===== config.mk =====
export PLATFORM = sky130hd
export DESIGN_NAME = tc_pl_cap_gain_sched_flat
export DESIGN_NICKNAME = d
export VERILOG_FILES = /design/src/rtl/tc_pl_cap_gain_sched_pkg.sv /design/src/rtl/tc_pl_cap_gain_sched_if.sv /design/src/rtl/tc_pl_cap_gain_sched_dly_cnt.sv /design/src/rtl/tc_pl_cap_gain_sched.sv /design/src/flat_wrapper.sv
export SDC_FILE = /design/constraint.sdc
export NUM_CORES = 1
export LEC_CHECK = 0
export ABC_AREA = 1
export CORE_MARGIN = 2
export CORE_UTILIZATION = 53
export CTS_CLUSTER_DIAMETER = 50
export DETAILED_ROUTE_END_ITERATION = 12
export PLACE_DENSITY = 0.79
export SLEW_MARGIN = 20
export SYNTH_ARGS = -nofsm -noshare
export SYNTH_HDL_FRONTEND = slang
export SYNTH_SLANG_ARGS = --single-unit

===== constraint.sdc =====
create_clock -name clk -period 3.4 [get_ports clk]
set_input_delay 0.85 -clock clk [delete_from_list [all_inputs] [get_ports clk]]
set_output_delay 0.85 -clock clk [all_outputs]
set_load 0.02 [all_outputs]

===== src/rtl/tc_pl_cap_gain_sched_pkg.sv =====
// Shared types, constants and mask helpers for the capture-gain sequencer.
package tc_pl_cap_gain_sched_pkg;

  localparam int NUM_GAINS  = 4;
  localparam int GAIN_IDX_W = 2;

  typedef enum logic [2:0] {
    ST_IDLE    = 3'd0,
    ST_SEL     = 3'd1,
    ST_LOAD    = 3'd2,
    ST_DELAY   = 3'd3,
    ST_CAPTURE = 3'd4,
    ST_NEXT    = 3'd5
  } state_t;

  typedef struct packed {
    logic                  found;
    logic [GAIN_IDX_W-1:0] idx;
  } gain_pick_t;

  // Index of the lowest set bit; 0 when the mask is empty (callers check the mask first).
  function automatic logic [GAIN_IDX_W-1:0] lowest_set(input logic [NUM_GAINS-1:0] mask);
    logic [GAIN_IDX_W-1:0] v;
    v = 2'd0;
    for (int i = NUM_GAINS - 1; i >= 0; i--) begin
      if (mask[i]) begin
        v = GAIN_IDX_W'(i);
      end
    end
    return v;
  endfunction

  // Next set bit strictly above idx; found=0 when idx was the highest enabled gain.
  function automatic gain_pick_t next_above(input logic [NUM_GAINS-1:0] mask,
                                            input logic [GAIN_IDX_W-1:0] idx);
    gain_pick_t r;
    r.found = 1'b0;
    r.idx   = 2'd0;
    for (int i = 0; i < NUM_GAINS; i++) begin
      if (!r.found && mask[i] && (i > int'(idx))) begin
        r.found = 1'b1;
        r.idx   = GAIN_IDX_W'(i);
      end
    end
    return r;
  endfunction

endpackage


===== src/rtl/tc_pl_cap_gain_sched_if.sv =====
// Control / status bundle between the gain sequencer and its environment.
// Signal direction prefixes are from the sequencer's point of view.
interface tc_pl_cap_gain_sched_if #(
  parameter int CAP0_1  = 3,
  parameter int CAP0_10 = 18,
  parameter int CAP0_11 = 32
) ();

  logic               i_start;
  logic               i_abort;
  logic               i_cont_mode;
  logic [3:0]         i_gain_mask;
  logic [CAP0_10-1:0] i_cap_gain_cycle;
  logic [CAP0_11-1:0] i_cap_gain_Lddel;
  logic [CAP0_1-2:0]  o_gain_value;
  logic               o_gain_en;
  logic               o_cap_win;
  logic               o_busy;
  logic               o_done;
  logic               o_err;

  modport master (
    output i_start, i_abort, i_cont_mode, i_gain_mask, i_cap_gain_cycle, i_cap_gain_Lddel,
    input  o_gain_value, o_gain_en, o_cap_win, o_busy, o_done, o_err
  );

  modport slave (
    input  i_start, i_abort, i_cont_mode, i_gain_mask, i_cap_gain_cycle, i_cap_gain_Lddel,
    output o_gain_value, o_gain_en, o_cap_win, o_busy, o_done, o_err
  );

endinterface


===== src/rtl/tc_pl_cap_gain_sched_dly_cnt.sv =====
// Loadable down-counter used for both the load-delay hold-off and the capture window.
// Stops at zero rather than wrapping; o_is_one marks the last counted cycle.
module tc_pl_cap_gain_sched_dly_cnt #(
  parameter int W = 32
) (
  input  logic         clk,
  input  logic         rst_n,
  input  logic         i_clr,
  input  logic         i_load,
  input  logic [W-1:0] i_load_val,
  input  logic         i_en,
  output logic         o_is_one
);

  logic [W-1:0] r_cnt;
  logic [W-1:0] w_one;

  assign w_one    = {{(W-1){1'b0}}, 1'b1};
  assign o_is_one = (r_cnt == w_one);

  // Counter register: clear, load, or decrement while enabled and non-zero.
  always_ff @(posedge clk or negedge rst_n) begin
    if (!rst_n) begin
      r_cnt <= {W{1'b0}};
    end else if (i_clr) begin
      r_cnt <= {W{1'b0}};
    end else if (i_load) begin
      r_cnt <= i_load_val;
    end else if (i_en && (r_cnt != {W{1'b0}})) begin
      r_cnt <= r_cnt - w_one;
    end else begin
      r_cnt <= r_cnt;
    end
  end

endmodule


===== src/rtl/tc_pl_cap_gain_sched.sv =====
// Capture-gain sequencer: walks the enabled gains, strobes the gain mux, waits out
// the per-gain load delay and opens a capture window of the per-gain cycle count.
module tc_pl_cap_gain_sched #(
  parameter int CAP0_1  = 3,
  parameter int CAP0_10 = 18,
  parameter int CAP0_11 = 32
) (
  input  logic                       clk,
  input  logic                       rst_n,
  tc_pl_cap_gain_sched_if.slave      bus
);

  import tc_pl_cap_gain_sched_pkg::*;

  localparam int GV_W = CAP0_1 - 1;

  state_t                r_state;
  state_t                w_state_nxt;
  logic [NUM_GAINS-1:0]  r_mask;
  logic [NUM_GAINS-1:0]  w_mask_nxt;
  logic [GAIN_IDX_W-1:0] r_idx;
  logic [GAIN_IDX_W-1:0] w_idx_nxt;
  logic                  r_win_zero;
  logic                  w_win_zero_nxt;
  gain_pick_t            w_above;

  logic w_dly_load;
  logic w_dly_en;
  logic w_dly_one;
  logic w_win_load;
  logic w_win_en;
  logic w_win_one;
  logic w_cnt_clr;
  logic w_done;
  logic w_err;

  logic [GV_W-1:0] r_gain_value;
  logic [GV_W-1:0] w_gain_value_nxt;
  logic            r_gain_en;
  logic            w_gain_en_nxt;
  logic            r_cap_win;
  logic            w_cap_win_nxt;
  logic            r_busy;
  logic            w_busy_nxt;
  logic            r_err;
  logic            w_err_nxt;

  // Counters idle at zero whenever the sequencer is parked.
  assign w_cnt_clr = (r_state == ST_IDLE);

  tc_pl_cap_gain_sched_dly_cnt #(.W(CAP0_11)) u_dly_cnt (
    .clk        (clk),
    .rst_n      (rst_n),
    .i_clr      (w_cnt_clr),
    .i_load     (w_dly_load),
    .i_load_val (bus.i_cap_gain_Lddel),
    .i_en       (w_dly_en),
    .o_is_one   (w_dly_one)
  );

  tc_pl_cap_gain_sched_dly_cnt #(.W(CAP0_10)) u_win_cnt (
    .clk        (clk),
    .rst_n      (rst_n),
    .i_clr      (w_cnt_clr),
    .i_load     (w_win_load),
    .i_load_val (bus.i_cap_gain_cycle),
    .i_en       (w_win_en),
    .o_is_one   (w_win_one)
  );

  // State, latched mask, current gain index and zero-window flag.
  always_ff @(posedge clk or negedge rst_n) begin
    if (!rst_n) begin
      r_state    <= ST_IDLE;
      r_mask     <= 4'b0000;
      r_idx      <= 2'd0;
      r_win_zero <= 1'b0;
    end else begin
      r_state    <= w_state_nxt;
      r_mask     <= w_mask_nxt;
      r_idx      <= w_idx_nxt;
      r_win_zero <= w_win_zero_nxt;
    end
  end

  // Next-state, index walk and counter control; abort overrides everything.
  always_comb begin
    w_state_nxt    = r_state;
    w_mask_nxt     = r_mask;
    w_idx_nxt      = r_idx;
    w_win_zero_nxt = r_win_zero;
    w_dly_load     = 1'b0;
    w_win_load     = 1'b0;
    w_dly_en       = 1'b0;
    w_win_en       = 1'b0;
    w_done         = 1'b0;
    w_err          = 1'b0;
    w_above        = next_above(r_mask, r_idx);
    if (bus.i_abort) begin
      w_state_nxt = ST_IDLE;
    end else begin
      case (r_state)
        ST_IDLE: begin
          if (bus.i_start && (bus.i_gain_mask != 4'b0000)) begin
            w_mask_nxt  = bus.i_gain_mask;
            w_idx_nxt   = lowest_set(bus.i_gain_mask);
            w_state_nxt = ST_SEL;
          end else if (bus.i_start) begin
            w_err = 1'b1;
          end else begin
            w_state_nxt = ST_IDLE;
          end
        end
        ST_SEL: begin
          w_state_nxt = ST_LOAD;
        end
        ST_LOAD: begin
          // Mux registers were loaded on the closing edge of SEL, so they are valid here.
          w_dly_load     = 1'b1;
          w_win_load     = 1'b1;
          w_win_zero_nxt = (bus.i_cap_gain_cycle == {CAP0_10{1'b0}});
          if (bus.i_cap_gain_Lddel != {CAP0_11{1'b0}}) begin
            w_state_nxt = ST_DELAY;
          end else if (bus.i_cap_gain_cycle != {CAP0_10{1'b0}}) begin
            w_state_nxt = ST_CAPTURE;
          end else begin
            w_state_nxt = ST_NEXT;
          end
        end
        ST_DELAY: begin
          w_dly_en = 1'b1;
          if (w_dly_one && r_win_zero) begin
            w_state_nxt = ST_NEXT;
          end else if (w_dly_one) begin
            w_state_nxt = ST_CAPTURE;
          end else begin
            w_state_nxt = ST_DELAY;
          end
        end
        ST_CAPTURE: begin
          w_win_en = 1'b1;
          if (w_win_one) begin
            w_state_nxt = ST_NEXT;
          end else begin
            w_state_nxt = ST_CAPTURE;
          end
        end
        ST_NEXT: begin
          // cont_mode is deliberately read live here, not latched at start.
          if (w_above.found) begin
            w_idx_nxt   = w_above.idx;
            w_state_nxt = ST_SEL;
          end else if (bus.i_cont_mode) begin
            w_idx_nxt   = lowest_set(r_mask);
            w_state_nxt = ST_SEL;
          end else begin
            w_done      = 1'b1;
            w_state_nxt = ST_IDLE;
          end
        end
        default: begin
          w_state_nxt = ST_IDLE;
        end
      endcase
    end
  end

  // Output decode from the upcoming state so registered outputs line up with it.
  always_comb begin
    w_gain_en_nxt = (w_state_nxt == ST_SEL);
    w_cap_win_nxt = (w_state_nxt == ST_CAPTURE);
    w_busy_nxt    = (w_state_nxt != ST_IDLE);
    w_err_nxt     = w_err;
    if (w_state_nxt == ST_SEL) begin
      w_gain_value_nxt = GV_W'(w_idx_nxt);
    end else begin
      w_gain_value_nxt = r_gain_value;
    end
  end

  // Output registers; gain_value holds the last selection so the mux stays stable.
  always_ff @(posedge clk or negedge rst_n) begin
    if (!rst_n) begin
      r_gain_value <= {GV_W{1'b0}};
      r_gain_en    <= 1'b0;
      r_cap_win    <= 1'b0;
      r_busy       <= 1'b0;
      r_err        <= 1'b0;
    end else begin
      r_gain_value <= w_gain_value_nxt;
      r_gain_en    <= w_gain_en_nxt;
      r_cap_win    <= w_cap_win_nxt;
      r_busy       <= w_busy_nxt;
      r_err        <= w_err_nxt;
    end
  end

  assign bus.o_gain_value = r_gain_value;
  assign bus.o_gain_en    = r_gain_en;
  assign bus.o_cap_win    = r_cap_win;
  assign bus.o_busy       = r_busy;
  assign bus.o_err        = r_err;
  // done must appear in the NEXT cycle itself and honour the live cont_mode/abort.
  assign bus.o_done       = w_done;

endmodule


===== src/flat_wrapper.sv =====
// flat-port wrapper written by rule: the top's interface ports become plain ports
module tc_pl_cap_gain_sched_flat import tc_pl_cap_gain_sched_pkg::*;
#(
  parameter int CAP0_1  = 3,
  parameter int CAP0_10 = 18,
  parameter int CAP0_11 = 32
)
  (clk, rst_n, bus_i_start, bus_i_abort, bus_i_cont_mode, bus_i_gain_mask, bus_i_cap_gain_cycle, bus_i_cap_gain_Lddel, bus_o_gain_value, bus_o_gain_en, bus_o_cap_win, bus_o_busy, bus_o_done, bus_o_err);
  tc_pl_cap_gain_sched_if #(.CAP0_1(CAP0_1), .CAP0_10(CAP0_10), .CAP0_11(CAP0_11)) bus_i ();
  input  logic clk;
  input  logic rst_n;
  input wire logic [$bits(bus_i.i_start)-1:0] bus_i_start;
  input wire logic [$bits(bus_i.i_abort)-1:0] bus_i_abort;
  input wire logic [$bits(bus_i.i_cont_mode)-1:0] bus_i_cont_mode;
  input wire logic [$bits(bus_i.i_gain_mask)-1:0] bus_i_gain_mask;
  input wire logic [$bits(bus_i.i_cap_gain_cycle)-1:0] bus_i_cap_gain_cycle;
  input wire logic [$bits(bus_i.i_cap_gain_Lddel)-1:0] bus_i_cap_gain_Lddel;
  output wire logic [$bits(bus_i.o_gain_value)-1:0] bus_o_gain_value;
  output wire logic [$bits(bus_i.o_gain_en)-1:0] bus_o_gain_en;
  output wire logic [$bits(bus_i.o_cap_win)-1:0] bus_o_cap_win;
  output wire logic [$bits(bus_i.o_busy)-1:0] bus_o_busy;
  output wire logic [$bits(bus_i.o_done)-1:0] bus_o_done;
  output wire logic [$bits(bus_i.o_err)-1:0] bus_o_err;
  assign bus_i.i_start = bus_i_start;
  assign bus_i.i_abort = bus_i_abort;
  assign bus_i.i_cont_mode = bus_i_cont_mode;
  assign bus_i.i_gain_mask = bus_i_gain_mask;
  assign bus_i.i_cap_gain_cycle = bus_i_cap_gain_cycle;
  assign bus_i.i_cap_gain_Lddel = bus_i_cap_gain_Lddel;
  assign bus_o_gain_value = bus_i.o_gain_value;
  assign bus_o_gain_en = bus_i.o_gain_en;
  assign bus_o_cap_win = bus_i.o_cap_win;
  assign bus_o_busy = bus_i.o_busy;
  assign bus_o_done = bus_i.o_done;
  assign bus_o_err = bus_i.o_err;
  tc_pl_cap_gain_sched #(.CAP0_1(CAP0_1), .CAP0_10(CAP0_10), .CAP0_11(CAP0_11)) u_core (.clk(clk), .rst_n(rst_n), .bus(bus_i));
endmodule

==> results of run 1 <==
==> synth_stat cells, drive strengths merged (3+ instances only) <==
cell type and instances:
o22ai 18, nand4 10, clkbuf 5, xnor2 7, o211ai 10, ha 6
a21oi 7, nand2 191, o21ai 64, nand3 52, o2111ai 4, buf 12
xor2 13, mux2i 5, nor2 141, nand3b 3, nor3 11, dfrtp 66
inv 61
==> layout by cell type (no fill, tap or decap), types with 10 or more instances in the layout <==
cell type,netlist,layout
nand2_1,185,185
nor2_1,131,130
dfrtp_1,66,66
clkdlybuf4s50_1,0,64
inv_1,54,54
nand3_1,51,51
o21ai_0,41,41
o21ai_1,23,23
o22ai_1,18,18
xor2_1,13,13
buf_4,4,11
o211ai_1,10,10
nor2_2,9,10
==> registers in the layout, summed over array words and instances, names as in the netlist <==
register and cells:
u_core.r_win_zero 1, u_core.bus.o_busy 1, u_core.bus.o_cap_win 1, u_core.u_dly_cnt.r_cnt 32, u_core.r_idx 2, u_core.r_mask 4, u_core.bus.o_err 1, u_core.u_win_cnt.r_cnt 18
u_core.bus.o_gain_value 2, u_core.r_state 3, u_core.bus.o_gain_en 1
==> worst paths after layout <==
check                                             endpoint  slack (ps)
worst max register to register  u_core.u_dly_cnt.r_cnt[27]        1400
worst max-delay path                            bus_o_done         140
worst min-delay path            u_core.bus.o_gain_value[0]         490
min in group asynchronous        u_core.u_dly_cnt.r_cnt[7]         510
worst min register to register  u_core.bus.o_gain_value[0]         490
max in group asynchronous                u_core.r_state[0]        2430
==> worst max-delay path, cell delays in order <==
cell             delay (ps)
clkdlybuf4s50_1         430
inv_1                    90
nand4_1                 160
nor3_1                  240
clkdlybuf4s50_1         640
==> cell families after synthesis <==
kind of cell	after synthesis	share of synthesized area, %
AND/OR/NAND/NOR	410	37.4
AO/OA/AOI/OAI	109	13.6
buffers and inverters	78	7.13
flip-flops	66	35.4
XOR/XNOR	20	3.75
adder cells (fa/ha/maj)	6	1.61
multiplexers	5	1.07
==> cell type report <==
class,count,area (sq um)
fill,785,2990
multi-input combinational,550,2690
sequential,66,1650
timing repair buffer,76,728
inverter,61,231
tap,108,135
clock buffer,11,131
clock inverter,5,78.8
==> power breakdown <==
group	switching (mW)	internal, mW	total [mW]	leakage [nW]
Clock	0.322	0.413	0.735	0.107
Combinational	2.15	1.23	3.38	1.74
Sequential	0.309	1.07	1.38	0.887
==> metal layers <==
layer / share of wire (%) / wire [microns]
met1: 42 / 5280
met2: 50 / 6210
met3: 5.8 / 716
met4: 1.9 / 242
met5: 0 / 0
==> summary.txt, run 1 <==
Timing
  – Clock Skews: 7.71 ps
  – Setup ws final: 137 ps
  – Total negative slack: 0 ps
  – Count of final setup violators: 0
  – Worst slew pin tran: 557 ps
  – RSZ-0062 raised after global routing: no
  – Final period util: 96.0%
  – Slew HR: 62.8%
  – Slew Limit Fails: 0
  – Post-layout min period: 3260 ps
  – Hold Worst Slack: 486 ps
  – Max Fclk: 306 MHz
  – Final hold viol count: 0

Worst setup path
  – Setup crit start: bus_i_abort
  – Required @ worst endpoint: 2550 ps
  – CP Capture Type: output port
  – WS Path Type: in2out
  – R2R cell count: 10
  – WP data arrival: 2410 ps
  – CP max FO: 4
  – Reg2reg start: u_core.u_dly_cnt.r_cnt[8]
  – Critical path startpoint category: primary input

Synth
  – Syn avg cell area: 6.72 sq um
  – FFs w/ async S/R, synth: 100%
  – Top post-synthesis cells by area: dfrtp_1, nand2_1, nor2_1
  – Post-synth cell types: 39
  – Register area share after synthesis: 35.4%
  – Synth top area share: 35.4%
  – Post-synthesis cell area: 4670 sq um
  – Post-synth EDFFs: 0
  – Synth area leader: dfrtp_1
  – Mapped Nets: 759
  – Yosys warns: 0
  – Number of synthesized register bits: 66
  – Post-Synthesis Cells: 694
  – Post-synth top flop: dfrtp_1

Hold path
  – Hold path startpoint: u_core.bus.o_gain_value[0]
  – Worst Hold Path Cells: 2
  – Hold Path Class: reg2reg

Layout
  – Final design area excluding fillers: 5640 sq um
  – Area growth, synth to finish: 20.9%
  – Nets@finish: 829
  – Core Util, Final: 65.3%
  – Number of inserted diodes: 0
  – Share of layout cells above drive strength 1: 7.54%
  – Final Non-Filler Cells: 877

Clock network
  – Clock buffer count from CTS: 9
  – Clk_lat worst skew: 350 ps
  – # hold bufs at CTS: 0
  – Largest buffer count on any clock path: 2
  – Clock transition at path regs: 80 ps
  – Root Buffer Master: clkbuf_8
  – Post-CTS setup buffers: 0
  – TritonCTS Sinks: 66
  – CTS tree: done
  – Post-cts resize count: 0
  – H-tree depth: 3

Power
  – Max VDD drop: 0.426 mV
  – Power Dens Cells: 973 nW/um^2
  – Leakage: 2.74 nW
  – Total Power: 5.49 mW

Floorplan
  – Die Span Y: 97.8 microns
  – Starting Density: 54.0%
  – Core ar.: 8640 sq um
  – IO Count: 66
  – Die area: 9570 sq um
  – Die Wd: 97.8 microns
  – Std cell rows: 34

Run status
  – Status: finished, final reports clean

Routing
  – WL/cell: 14.2 microns
  – ANT nets after route: 0
  – Final WL: 12500 microns
  – Initial DRC Count: 278
  – First-pass iteration count of the detailed router: 6
  – Via count: 4847
  – Drt via density: 5.53
  – DRC: 0

Global routing
  – First-pass GRT wire length: 21800 microns
  – Met3 Track Usage GR: 5.94%
  – All-Layer GR Usage: 27.4%
  – Largest net degree at the start of global routing: 42
  – Initial antenna violation count: 0
  – GRT Max-Usage Layer: met2
  – Met2 track demand over resource: 48.1%
  – GR Layer Usage met1: 34.0%
  – Gr ovfl total: 0
  – Vias in the first global route: 4802

Placed design
  – Placed Cells: 861
  – HPWL after DPL: 9090 microns
  – DP Worst Slack: 174 ps
  – Placed inst area: 5430 sq um
  – IO Port Bufs: 65
  – GPL Wtd Cong: 0.945

Run
  – Max Cap Viol: 0
Note: power is estimated with default switching activity, not from simulation.
==> run 2, diff against run 1 <==
--- a/config.mk
+++ b/config.mk
@@ -6,7 +6,6 @@
 export NUM_CORES = 1
 export LEC_CHECK = 0
 export ABC_AREA = 1
-export CORE_MARGIN = 2
 export CORE_UTILIZATION = 53
 export CTS_CLUSTER_DIAMETER = 50
 export DETAILED_ROUTE_END_ITERATION = 12
==> summary.txt, run 2 (synthesized netlist as in run 1, its figures left out) <==
Clock network
  – Clock transition at path regs: 80 ps
  – # hold bufs at CTS: 0
  – Clock buffer count from CTS: 9
  – Post-CTS setup buffers: 0
  – H-tree depth: 3
  – Root Buffer Master: clkbuf_8
  – Post-cts resize count: 0
  – Clk_lat worst skew: 360 ps
  – TritonCTS Sinks: 66
  – Largest buffer count on any clock path: 2
  – CTS tree: done

Power
  – Power Dens Cells: 979 nW/um^2
  – Max VDD drop: 0.400 mV
  – Leakage: 2.75 nW

Layout
  – Commonest non-fill, non-tap cell in the layout: nand2_1
  – FF/Latch Area: 1650 sq um
  – Largest regs: u_core.u_dly_cnt.r_cnt: 32 flops, u_core.u_win_cnt.r_cnt: 18 flops, u_core.r_mask: 4 flops
  – Max FFs per register: 32
  – Fillcell total: 759
  – Number of inserted diodes: 0
  – Area growth, synth to finish: 20.6%
  – Final design area excluding fillers: 5630 sq um
  – Biggest register: u_core.u_dly_cnt.r_cnt
  – Share of layout cells above drive strength 1: 7.44%
  – Nets@finish: 826
  – Most frequent cells in the layout: nand2_1, nor2_1, dfrtp_1
  – Multi-input gate area: 2690 sq um

Run
  – Max Cap Viol: 0

Floorplan
  – Std cell rows: 33
  – Die Span Y: 95.8 microns
  – Die area: 9190 sq um
  – IO Count: 66
  – Starting Density: 55.7%
  – Core ar.: 8380 sq um
  – Die Wd: 95.8 microns

Timing
  – RSZ-0062 raised after global routing: no
  – Slew Limit Fails: 0
  – Slew HR: 54.3%
  – Post-layout min period: 2920 ps
  – Worst slew pin tran: 686 ps
  – Clock Skews: 7.85 ps
  – Setup ws final: 482 ps
  – Final hold viol count: 0
  – Max Fclk: 343 MHz
  – Count of final setup violators: 0
  – Final period util: 85.8%
  – Total negative slack: 0 ps

Placed design
  – DP Worst Slack: 106 ps
  – GPL Wtd Cong: 0.886
  – HPWL after DPL: 8970 microns
  – IO Port Bufs: 65
  – Placed inst area: 5410 sq um

Worst setup path
  – WS Path Type: in2out
  – CP endpoint: bus_o_done
  – Critical path's top delay family: buffers and inverters
  – Required @ worst endpoint: 2550 ps
  – Max incr delay on CP: 460 ps
  – Crit path buf inv count: 3
  – WP data arrival: 2070 ps
  – Critical Path Slowest Stage Cell: clkdlybuf4s50_1
  – Setup crit start: bus_i_abort
  – Reg2reg setup slack: 1240 ps
  – Reg2reg start: u_core.r_state[2]
  – Critical path startpoint category: primary input
  – Stages on worst setup path: 5
  – R2R cell count: 9
  – R2r endpoint: u_core.u_dly_cnt.r_cnt[9]
  – CP cell instances: clkdlybuf4s50_1 > inv_1 > nand4_1 > nor3_1 > dlymetal6s2s_1
  – CP Capture Type: output port
  – CP max FO: 4

Global routing
  – Gr ovfl total: 0
  – All-Layer GR Usage: 29.0%
  – Largest net degree at the start of global routing: 70
  – Initial antenna violation count: 0
  – First-pass GRT wire length: 20700 microns
  – Vias in the first global route: 4686

Routing
  – First-pass iteration count of the detailed router: 5
  – Initial DRC Count: 282
  – WL/cell: 14.2 microns
  – Final WL: 12400 microns
  – ANT nets after route: 0
  – DRC: 0
  – Via count: 4856
  – Drt via density: 5.58

Hold path
  – Hold Path Class: in2async

Run status
  – Status: finished, final reports clean
run 2: cell count changes in the layout (fill, tap and decap cells not counted), sizes merged:
cell | before | now
clkbuf | 11 | 10
clkdlybuf4s50 | 64 | 63
dlymetal6s2s | 0 | 1
buf | 12 | 9
clkinv | 3 | 4
run 2: routing by layer:
metal  global-route usage (%)  vias to the layer above  share of wire, %
li1                         -                     2400                 -
met1                     34.8                     2285                43
met2                     52.0                      148                50
met3                     4.50                       23               5.0
met4                     11.1                        0               1.7
met5                        0                        -                 0
run 2: worst min path at each step:
stage / cells after the start / slack [ps] / startpoint / end
final: 1 / 480 / rst_n / u_core.u_dly_cnt.r_cnt[11]
after global placement: 2 / 460 / u_core.bus.o_gain_value[0] / u_core.bus.o_gain_value[0]
after detailed placement: 2 / 470 / u_core.bus.o_gain_value[1] / u_core.bus.o_gain_value[1]
after floorplan: 2 / 450 / u_core.r_win_zero / u_core.r_win_zero
after global routing: 1 / 530 / rst_n / u_core.u_dly_cnt.r_cnt[7]
after CTS: 2 / 480 / u_core.bus.o_gain_value[1] / u_core.bus.o_gain_value[1]
run 2: through the flow:
step	std cells	power (mW)	utilization (%)	hold slack, ps
after global routing	871	6.03	67.1	528
after CTS	871	5.48	67.1	482
final	871	5.51	67.1	480
after global placement	855	4.58	64.5	463
after detailed placement	855	4.69	64.5	465
after floorplan	694	3.94	-	453
run 2: final cells by class:
class | instances | area share (%)
clock buffers | 10 | 2.45
clock inverters | 6 | 1.42
inverters | 61 | 4.11
multi-input cells | 550 | 47.7
flip-flops and latches | 66 | 29.3
well taps | 105 | 2.33
repair buffers | 73 | 12.6
run 2: where the power goes:
part / total, mW / internal, mW / leakage (nW) / switching (mW)
sequential: 1.38 / 1.07 / 0.887 / 0.310
clock: 0.765 / 0.428 / 0.116 / 0.337
combinational: 3.37 / 1.23 / 1.75 / 2.14
total: 5.51 / 2.72 / 2.75 / 2.79
==> run 3, diff against run 2 <==
--- a/config.mk
+++ b/config.mk
@@ -5,11 +5,13 @@
 export SDC_FILE = /design/constraint.sdc
 export NUM_CORES = 1
 export LEC_CHECK = 0
-export ABC_AREA = 1
+export ABC_AREA = 0
 export CORE_UTILIZATION = 53
 export CTS_CLUSTER_DIAMETER = 50
 export DETAILED_ROUTE_END_ITERATION = 12
-export PLACE_DENSITY = 0.79
+export GPL_ROUTABILITY_DRIVEN = 0
+export MAX_ROUTING_LAYER = met4
+export PLACE_DENSITY = 0.8
 export SLEW_MARGIN = 20
 export SYNTH_ARGS = -nofsm -noshare
 export SYNTH_HDL_FRONTEND = slang
==> summary.txt, run 3 <==
Run status
  – Status: finished, final reports clean

Clock network
  – Clock transition at path regs: 70 ps
  – Post-CTS setup buffers: 0
  – # hold bufs at CTS: 0
  – Clock buffer count from CTS: 9
  – H-tree depth: 3
  – Root Buffer Master: clkbuf_8
  – CTS tree: done
  – Clk_lat worst skew: 350 ps
  – Post-cts resize count: 0
  – TritonCTS Sinks: 66
  – Largest buffer count on any clock path: 2

Synth
  – Largest family of logic cells by synthesized area: simple AND/OR/NAND/NOR gates
  – Top post-synthesis cells by area: dfrtp_1, o21ai_0, a21oi_1
  – Count leader, synth: o21ai_0
  – Synth area leader: dfrtp_1
  – Post-synth cell types: 59
  – Number of synthesized register bits: 66
  – Post-synthesis cell area: 4310 sq um
  – Post-synthesis adder-cell area fraction: 1.74%
  – Yosys warns: 0
  – Post-synth top cells: o21ai_0, nor2_1, dfrtp_1, a21oi_1, nor3_1
  – Post-Synthesis Cells: 540
  – Post-synth top flop: dfrtp_1
  – Post-synth EDFFs: 0
  – Simple-gate share of the synthesized area: 27.1%
  – FFs w/ async S/R, synth: 100%
  – Mapped Nets: 605
  – Syn avg cell area: 7.98 sq um
  – Synth Area in Compound Gates: 26.7%
  – Register area share after synthesis: 38.3%
  – Post-synthesis mux area share: 1.31%
  – Synth top area share: 38.3%
  – Post-Synth XOR/XNOR Area: 0%

Worst setup path
  – Max incr delay on CP: 590 ps
  – Required @ worst endpoint: 2550 ps
  – R2R cell count: 6
  – CP max FO: 3
  – Reg2reg setup slack: 750 ps
  – Crit path buf inv count: 2
  – WP data arrival: 2360 ps
  – CP cell instances: clkdlybuf4s50_1 > nor2_1 > and2_1 > and4_1 > clkdlybuf4s50_1
  – CP Capture Type: output port
  – Critical Path Most Common Cell: clkdlybuf4s50_1
  – Critical path startpoint category: primary input
  – Critical path's top delay family: buffers and inverters
  – Reg2reg start: u_core.u_dly_cnt.r_cnt[18]
  – WS Path Type: in2out
  – R2r endpoint: u_core.u_dly_cnt.r_cnt[12]
  – Critical Path Slowest Stage Cell: clkdlybuf4s50_1

Global routing
  – Initial antenna violation count: 0
  – Vias in the first global route: 4258
  – Largest net degree at the start of global routing: 91
  – First-pass GRT wire length: 19600 microns
  – All-Layer GR Usage: 29.5%
  – Gr ovfl total: 0

Power
  – Total internal power: 2.41 mW
  – Total Power: 4.47 mW
  – Switching Share: 46.2%
  – Sequential share of power: 27.5%
  – Power Dens Cells: 854 nW/um^2
  – Leakage: 2.18 nW
  – Clock power frac: 16.9%
  – Net Switching: 2.07 mW
  – Comb pwr share: 55.6%
  – Max VDD drop: 0.453 mV

Routing
  – ANT nets after route: 0
  – Via count: 4428
  – Final WL: 11500 microns
  – First-pass iteration count of the detailed router: 6
  – Initial DRC Count: 489
  – DRC: 0
  – WL/cell: 16.5 microns
  – Drt via density: 6.33

Timing
  – Slew HR: 44.0%
  – Hold Worst Slack: 496 ps
  – Worst slew pin tran: 840 ps
  – Clock Skews: 13.6 ps
  – Post-layout min period: 3210 ps
  – Total negative slack: 0 ps
  – Max Fclk: 311 MHz
  – Count of final setup violators: 0
  – Final hold viol count: 0
  – Setup ws final: 188 ps
  – Slew Limit Fails: 0
  – RSZ-0062 raised after global routing: no
  – Final period util: 94.5%

Layout
  – Share of layout cells above drive strength 1: 7.36%
  – Final design area excluding fillers: 5240 sq um
  – Most frequent cells in the layout: o21ai_0, nor2_1, dfrtp_1
  – Core Util, Final: 67.1%
  – Biggest register: u_core.u_dly_cnt.r_cnt
  – Nets@finish: 658
  – Max FFs per register: 32
  – Largest regs: u_core.u_dly_cnt.r_cnt: 32 flops, u_core.u_win_cnt.r_cnt: 18 flops, u_core.r_mask: 4 flops
  – Number of inserted diodes: 0
  – Area growth, synth to finish: 21.5%
  – Final Non-Filler Cells: 700
  – Commonest non-fill, non-tap cell in the layout: o21ai_0

Hold path
  – Hold path startpoint: u_core.r_win_zero
  – Hold Path Class: reg2reg
  – Worst Hold Path Cells: 2
  – Hold EP: u_core.r_win_zero

Placed design
  – HPWL after DPL: 8010 microns
  – Placed inst area: 5010 sq um
  – IO Port Bufs: 65
  – DP Worst Slack: 201 ps
  – Placed Cells: 684

Run
  – Max Cap Viol: 0

Floorplan
  – IO Count: 66
  – Die Span Y: 92.2 microns
  – Die Wd: 92.2 microns
  – Starting Density: 55.2%
  – Die area: 8500 sq um
  – Core ar.: 7810 sq um
  – Std cell rows: 32
run 3: changes by cell type after synthesis, sizes merged, moves of 9 or more:
| cell | before | now |
|---|---|---|
| nand3 | 52 | 8 |
| inv | 61 | 12 |
| o22ai | 18 | 4 |
| nor4 | 0 | 29 |
| a21oi | 7 | 65 |
| o21ai | 64 | 104 |
| nor2 | 141 | 73 |
| xor2 | 13 | 0 |
| o211ai | 10 | 1 |
| clkbuf | 5 | 21 |
| nand2 | 191 | 17 |
| nor3 | 11 | 30 |
run 3: per-layer routing:
layer  GRT usage, %  vias up  part of all wire [%]
met4           8.07        0                   1.5
met1           37.4     2100                    43
li1               -     2117                     -
met5              -        -                     0
met2           48.2      185                    49
met3           6.14       26                   6.7
run 3: cell type report:
| class | count | area, sq um |
|---|---|---|
| timing repair buffer | 74 | 726 |
| clock buffer | 12 | 155 |
| tap | 102 | 128 |
| sequential | 66 | 1650 |
| multi-input combinational | 430 | 2460 |
| clock inverter | 4 | 73.8 |
| inverter | 12 | 45.0 |
| fill | 691 | 2570 |
run 3: how the worst max path moves through the flow:
stage | end | depth (start not counted) | startpoint | slack [ps]
after detailed placement | bus_o_done | 5 | bus_i_abort | 200
after global routing | bus_o_done | 5 | bus_i_abort | 90
after global placement | bus_o_done | 5 | bus_i_abort | 200
after CTS | bus_o_done | 5 | bus_i_abort | 190
final | bus_o_done | 5 | bus_i_abort | 190
after floorplan | bus_o_done | 4 | bus_i_abort | 890
run 3: cells by family after synthesis:
kind of cell	Yosys count
flip-flops	66
adder cells (fa/ha/maj)	6
AO/OA/AOI/OAI	207
multiplexers	5
buffers and inverters	44
AND/OR/NAND/NOR	212
run 3: tightest hold or removal path: cells and delay by family (launching register included):
| kind | cells | cell delay [ps] |
|---|---|---|
| flip-flops | 1 | 350 |
| AO/OA/AOI/OAI | 1 | 70 |
| AND/OR/NAND/NOR | 1 | 50 |
run 3: power by group through the flow:
stage	sequential (mW)	clock [mW]	combinational, mW
floorplan	1.18	0	1.88
global placement	1.22	0	2.38
detailed placement	1.24	0	2.45
CTS	1.22	0.770	2.46
global route	1.26	0.802	2.81
finish	1.23	0.757	2.49
